==> config.mk <==
export PLATFORM = sky130hd
export DESIGN_NAME = ip_codma_write_machine
export DESIGN_NICKNAME = d
export VERILOG_FILES = /design/src/rtl/ip_codma_write_machine.sv
export SDC_FILE = /design/constraint.sdc
export NUM_CORES = 1
export LEC_CHECK = 0
export ABC_AREA = 0
export BUFFER_PORTS_ARGS = -buffer_cell sky130_fd_sc_hd__buf_2
export CELL_PAD_IN_SITES_DETAIL_PLACEMENT = 0
export CELL_PAD_IN_SITES_GLOBAL_PLACEMENT = 1
export CORE_ASPECT_RATIO = 1.2
export CORE_UTILIZATION = 37
export CTS_CLUSTER_SIZE = 24
export DETAILED_ROUTE_END_ITERATION = 10
export PLACE_DENSITY = 0.77
export SKIP_CTS_REPAIR_TIMING = 1
export SYNTH_ARGS = -nofsm -noshare
export SYNTH_HDL_FRONTEND = slang
export SYNTH_SLANG_ARGS = --single-unit
==> constraint.sdc <==
create_clock -name clk_i -period 9.3 [get_ports clk_i]
set_clock_uncertainty 0.05 [all_clocks]
set_input_delay 0.465 -clock clk_i [delete_from_list [all_inputs] [get_ports clk_i]]
set_output_delay 0.465 -clock clk_i [all_outputs]
set_load 0.05 [all_outputs]
==> src/rtl/ip_codma_write_machine.sv <==
// CODMA write machine: requests the system bus and bursts a staged 8 x 32-bit buffer as 64-bit beats.
// Optional grant-wait timeout is enabled by defining CODMA_WR_TIMEOUT_EN.
module ip_codma_write_machine #(
    parameter int TIMEOUT_CYCLES = 256,
    parameter int CNT_W          = 8
) (
    input  logic         clk_i,
    input  logic         reset_i,
    input  logic         need_write_i,
    input  logic         stop_i,
    input  logic [31:0]  wr_addr_i,
    input  logic [3:0]   wr_size_i,
    input  logic [255:0] data_reg_i,
    output logic         done_o,
    output logic         busy_o,
    output logic         wr_state_error_o,
    output logic         bus_req_o,
    input  logic         bus_grant_i,
    output logic         bus_write_o,
    output logic [31:0]  bus_addr_o,
    output logic [3:0]   bus_size_o,
    output logic [63:0]  bus_write_data_o,
    output logic         bus_write_valid_o,
    input  logic         bus_write_ready_i,
    input  logic         bus_error_i
);

    typedef enum logic [1:0] {
        WR_IDLE,
        WR_ASK,
        WR_GRANTED,
        WR_UNUSED
    } wr_state_t;

    wr_state_t      state_q, state_next;
    logic [31:0]    addr_q;
    logic [3:0]     size_q;
    logic [255:0]   data_q;
    logic [2:0]     cnt_q;
    logic [2:0]     last_cnt;
    logic           done_q;
    logic           error_q;
    logic           beat_accept;
    logic           last_beat;
    logic           start_legal;
    logic           timeout;

`ifdef CODMA_WR_TIMEOUT_EN
    logic [CNT_W-1:0] wait_q;

    assign timeout = (state_q == WR_ASK) && !bus_grant_i &&
                     (wait_q == CNT_W'(TIMEOUT_CYCLES - 1));

    // Counts consecutive ungranted WR_ASK cycles; any exit from WR_ASK clears it.
    always_ff @(posedge clk_i or posedge reset_i) begin
        if (reset_i) begin
            wait_q <= '0;
        end else if (state_q == WR_ASK && state_next == WR_ASK) begin
            wait_q <= wait_q + 1'b1;
        end else begin
            wait_q <= '0;
        end
    end
`else
    assign timeout = 1'b0;
`endif

    // Word index of the final beat for each legal burst code (size 9 is the default).
    always_comb begin
        case (size_q)
            4'd3:    last_cnt = 3'd0;
            4'd8:    last_cnt = 3'd4;
            default: last_cnt = 3'd6;
        endcase
    end

    assign beat_accept = (state_q == WR_GRANTED) && bus_write_ready_i;
    assign last_beat   = (cnt_q == last_cnt);

    always_ff @(posedge clk_i or posedge reset_i) begin
        if (reset_i) begin
            state_q <= WR_IDLE;
        end else begin
            state_q <= state_next;
        end
    end

    // Bus error outranks stop, which outranks every ordinary transition.
    always_comb begin
        state_next  = state_q;
        start_legal = 1'b0;
        case (state_q)
            WR_IDLE: begin
                if (need_write_i) begin
                    if (wr_size_i == 4'd3 || wr_size_i == 4'd8 || wr_size_i == 4'd9) begin
                        state_next  = WR_ASK;
                        start_legal = 1'b1;
                    end else begin
                        state_next = WR_UNUSED;
                    end
                end
            end
            WR_ASK: begin
                if (bus_grant_i) begin
                    state_next = WR_GRANTED;
                end else if (timeout) begin
                    state_next = WR_IDLE;
                end
            end
            WR_GRANTED: begin
                if (beat_accept && last_beat) begin
                    state_next = WR_IDLE;
                end
            end
            WR_UNUSED: state_next = WR_IDLE;
            default:   state_next = WR_IDLE;
        endcase
        if (stop_i) begin
            state_next  = WR_IDLE;
            start_legal = 1'b0;
        end
        if (bus_error_i && state_q != WR_IDLE) begin
            state_next  = WR_IDLE;
            start_legal = 1'b0;
        end
    end

    always_ff @(posedge clk_i or posedge reset_i) begin
        if (reset_i) begin
            addr_q  <= '0;
            size_q  <= '0;
            data_q  <= '0;
            cnt_q   <= '0;
            done_q  <= 1'b0;
            error_q <= 1'b0;
        end else begin
            done_q <= beat_accept && last_beat && !stop_i && !bus_error_i;

            if (bus_error_i && state_q != WR_IDLE) begin
                error_q <= 1'b1;
            end else if (stop_i) begin
                error_q <= error_q;
            end else if (timeout || state_q == WR_UNUSED) begin
                error_q <= 1'b1;
            end else if (start_legal) begin
                error_q <= 1'b0;
            end

            if (stop_i) begin
                addr_q <= '0;
                size_q <= '0;
                data_q <= '0;
            end else if (start_legal) begin
                addr_q <= wr_addr_i;
                size_q <= wr_size_i;
                data_q <= data_reg_i;
            end

            if (state_next == WR_IDLE) begin
                cnt_q <= '0;
            end else if (beat_accept) begin
                cnt_q <= cnt_q + 3'd2;
            end
        end
    end

    always_comb begin
        done_o            = done_q;
        wr_state_error_o  = error_q;
        busy_o            = (state_q != WR_IDLE);
        bus_req_o         = 1'b0;
        bus_write_o       = 1'b0;
        bus_addr_o        = '0;
        bus_size_o        = '0;
        bus_write_data_o  = '0;
        bus_write_valid_o = 1'b0;
        if (state_q == WR_ASK || state_q == WR_GRANTED) begin
            bus_req_o   = 1'b1;
            bus_write_o = 1'b1;
            bus_addr_o  = addr_q;
            bus_size_o  = size_q;
        end
        if (state_q == WR_GRANTED) begin
            bus_write_valid_o = 1'b1;
            bus_write_data_o  = data_q[{cnt_q, 5'd0} +: 64];
        end
    end

endmodule

==> impl_metrics.csv <==
group,metric,value,unit
clock_network,cts-root-buf,"clkbuf_16",
detailed_routing,drt-initial-drc-count,591,
clock_network,cts_buffers,34,
place,dp.cells,1681,
global_routing,grt_antenna_before_repair,11,
detailed_routing,first_pass_iters,5,
global_routing,gr-usage-all-layers,0.203,
power_and_ir_drop,ir_worst_vdd,128,uV
timing,fin_hold_ws,-20.2,ps
synth,synth_edf_count,0,
clock_network,clk_pin_slew_worst_paths,60,ps
synth,yosys_warnings,0,
worst_setup_path,worstSetupEndpointType,"output pin",
global_routing,first_global_vias,9754,
synth,ys_ff_latch,298,
layout,final_util,0.477,
global_routing,grt_overflow_total,0,
clock_network,cts_tree,"built",
worst_setup_path,cp_num_cells,4,
worst_setup_path,crit_type,"reg2out",
die,die-area,0.0355,mm^2
layout,fill_cells,3116,
die,rows,74,
min_path,hold_path_class,"in2async",
global_routing,grt_max_degree,91,
detailed_routing,wl_per_cell,20.7,um
clock_network,clock-sinks,298,
layout,area_growth,26.9,%
synth,ys.flop_type,"dfrtp_1",
die,start_util,0.376,
detailed_routing,detail-route-antenna-nets,0,
die,coreArea,0.0342,mm^2
worst_setup_path,cp_top_family,"flip-flops",
synth,synth_seq_area_share,0.580,
detailed_routing,via_per_inst,5.34,
timing,setup_viol,0,
detailed_routing,drc_errors,0,
worst_setup_path,cp_slowest_stage_delay,920,ps
power_and_ir_drop,cellLeakagePower,8.24,nW
place,pre_cts_ws,6150,ps
timing,worst_slack,5690,ps
flow_run,cap_viol_max_count,0,
power_and_ir_drop,p_per_area,188,mW/mm^2
status,status,"finished, violations left",
timing,fmax,0.277,GHz
clock_network,htree_levels,2,
worst_setup_path,cp_num_buf_inv,2,
worst_setup_path,crit_path_start_kind,"register",
worst_setup_path,worst_path_max_delay_cell,"dfrtp_4",
worst_setup_path,cp_cell_sequence,"buf_4, mux4_2, and2_1, buf_2",
layout,layoutNonFillerInstCount,1747,
layout,most-common-layout-cells,"buf_2, dfrtp_1, a22o_1",
synth,syn_nets,1201,
power_and_ir_drop,power,3.07,mW
status,violations,"hold timing",
timing,fin_crit,3610,ps
layout,final_common_cell,"buf_2",
clock_network,clockBufferDepth,3,
layout,drive_above_1_share,0.420,
place,routabilityCongestion,0.775,
synth,synth.distinct_cells,33,
die,die_x,172,um
worst_setup_path,path_max_fanout,38,
timing,slew-limit-headroom,0.276,
layout,seqCellArea,0.00746,mm^2
worst_setup_path,reg2reg_depth,7,
worst_setup_path,crit_required,8790,ps
timing,setup_tns,0,ps
detailed_routing,routed_wl,36200,um
synth,syn_area_per_cell,14.3,um^2
synth,synth_area,0.0129,mm^2
synth,synth_cells,898,
timing,post-route-period-util,0.388,
timing,tightest_slew,1090,ps
die,die_h,206,um
layout,fin_nets,1564,
clock_network,clock_latency,500,ps
worst_setup_path,crit_arrival,3100,ps
place,port-buffer-count,404,
timing,hold_viol,21,
timing,slew_violations,0,
place,dp_hpwl,23900,um
die,pin_count,405,
layout,multi_input_area,0.00495,mm^2
global_routing,grt_pass1_wl,55100,um
timing,rsz0062_at_grt,"false",
detailed_routing,vias,9323,
synth,async_flop_share,1.00,
==> cells by family (layout without fill, tap and decap cells) <==
group	Yosys count	in the layout	synth area share
AO/OA/AOI/OAI	312	312	0.209
flip-flops	298	298	0.580
AND/OR/NAND/NOR	118	118	0.0568
buffers and inverters	100	486	0.0365
multiplexers	64	64	0.112
adder cells (fa/ha/maj)	4	4	0.00389
XOR/XNOR	2	2	0.00136
other	0	7	0
==> sequential cells by signal, summed over array words and instances (netlist names) <==
register          flops
size_q                4
data_q              256
wr_state_error_o      1
state_q               2
cnt_q                 2
done_o                1
addr_q               32
==> path summary, 6_finish.rpt <==
kind	from	to	slack (ps)
worst max-delay path	cnt_q[2]	bus_write_data_o[38]	5690
worst min-delay path	reset_i	data_q[211]	-20
worst max register to register	state_q[1]	data_q[147]	6290
worst min register to register	addr_q[26]	addr_q[26]	440
max in group asynchronous	reset_i	data_q[37]	7120
min in group clk_i	data_reg_i[94]	data_q[94]	110
==> layer usage <==
layer	share of wire	vias to the layer above	track usage
li1	-	4197	-
met1	0.40	4731	0.254
met2	0.50	332	0.339
met3	0.076	55	0.0565
met4	0.020	8	0.0642
met5	0.0014	-	0
==> metrics by stage <==
step / hold slack [ps] / instance area, um^2
finish: -20.2 / 16300
global route: 29.4 / 16300
CTS: -2.29 / 16300
detailed placement: 433 / 15200
global placement: 430 / 15200
floorplan: 414 / 12900
==> layout make-up <==
type | count | share of cell area
well taps | 456 | 0.0350
inverters | 9 | 0.00253
clock buffers | 45 | 0.0572
clock inverters | 14 | 0.0124
repair buffers | 418 | 0.130
flip-flops and latches | 298 | 0.458
multi-input cells | 500 | 0.303
diodes | 7 | 0.00107
==> cells in the mapped netlist (2+ instances only) <==
| cell | count | area share |
|---|---|---|
| a21oi_1 | 5 | 0.0019 |
| a22o_1 | 291 | 0.20 |
| and2_1 | 101 | 0.049 |
| buf_1 | 4 | 0.0012 |
| buf_2 | 60 | 0.023 |
| buf_4 | 3 | 0.0018 |
| clkbuf_1 | 23 | 0.0067 |
| dfrtp_1 | 298 | 0.58 |
| ha_1 | 4 | 0.0039 |
| inv_1 | 9 | 0.0026 |
| mux4_2 | 64 | 0.11 |
| nand2b_1 | 3 | 0.0015 |
| nor2_1 | 5 | 0.0015 |
| nor4bb_1 | 2 | 0.0016 |
| o21ai_0 | 7 | 0.0027 |
| xor2_1 | 2 | 0.0014 |
==> power by group <==
part / switching (mW) / internal (mW)
Combinational: 0.207 / 0.122
Clock: 0.521 / 0.846
Sequential: 0.0341 / 1.34
Total: 0.761 / 2.31
No activity file was read; power rests on OpenSTA's default activity.
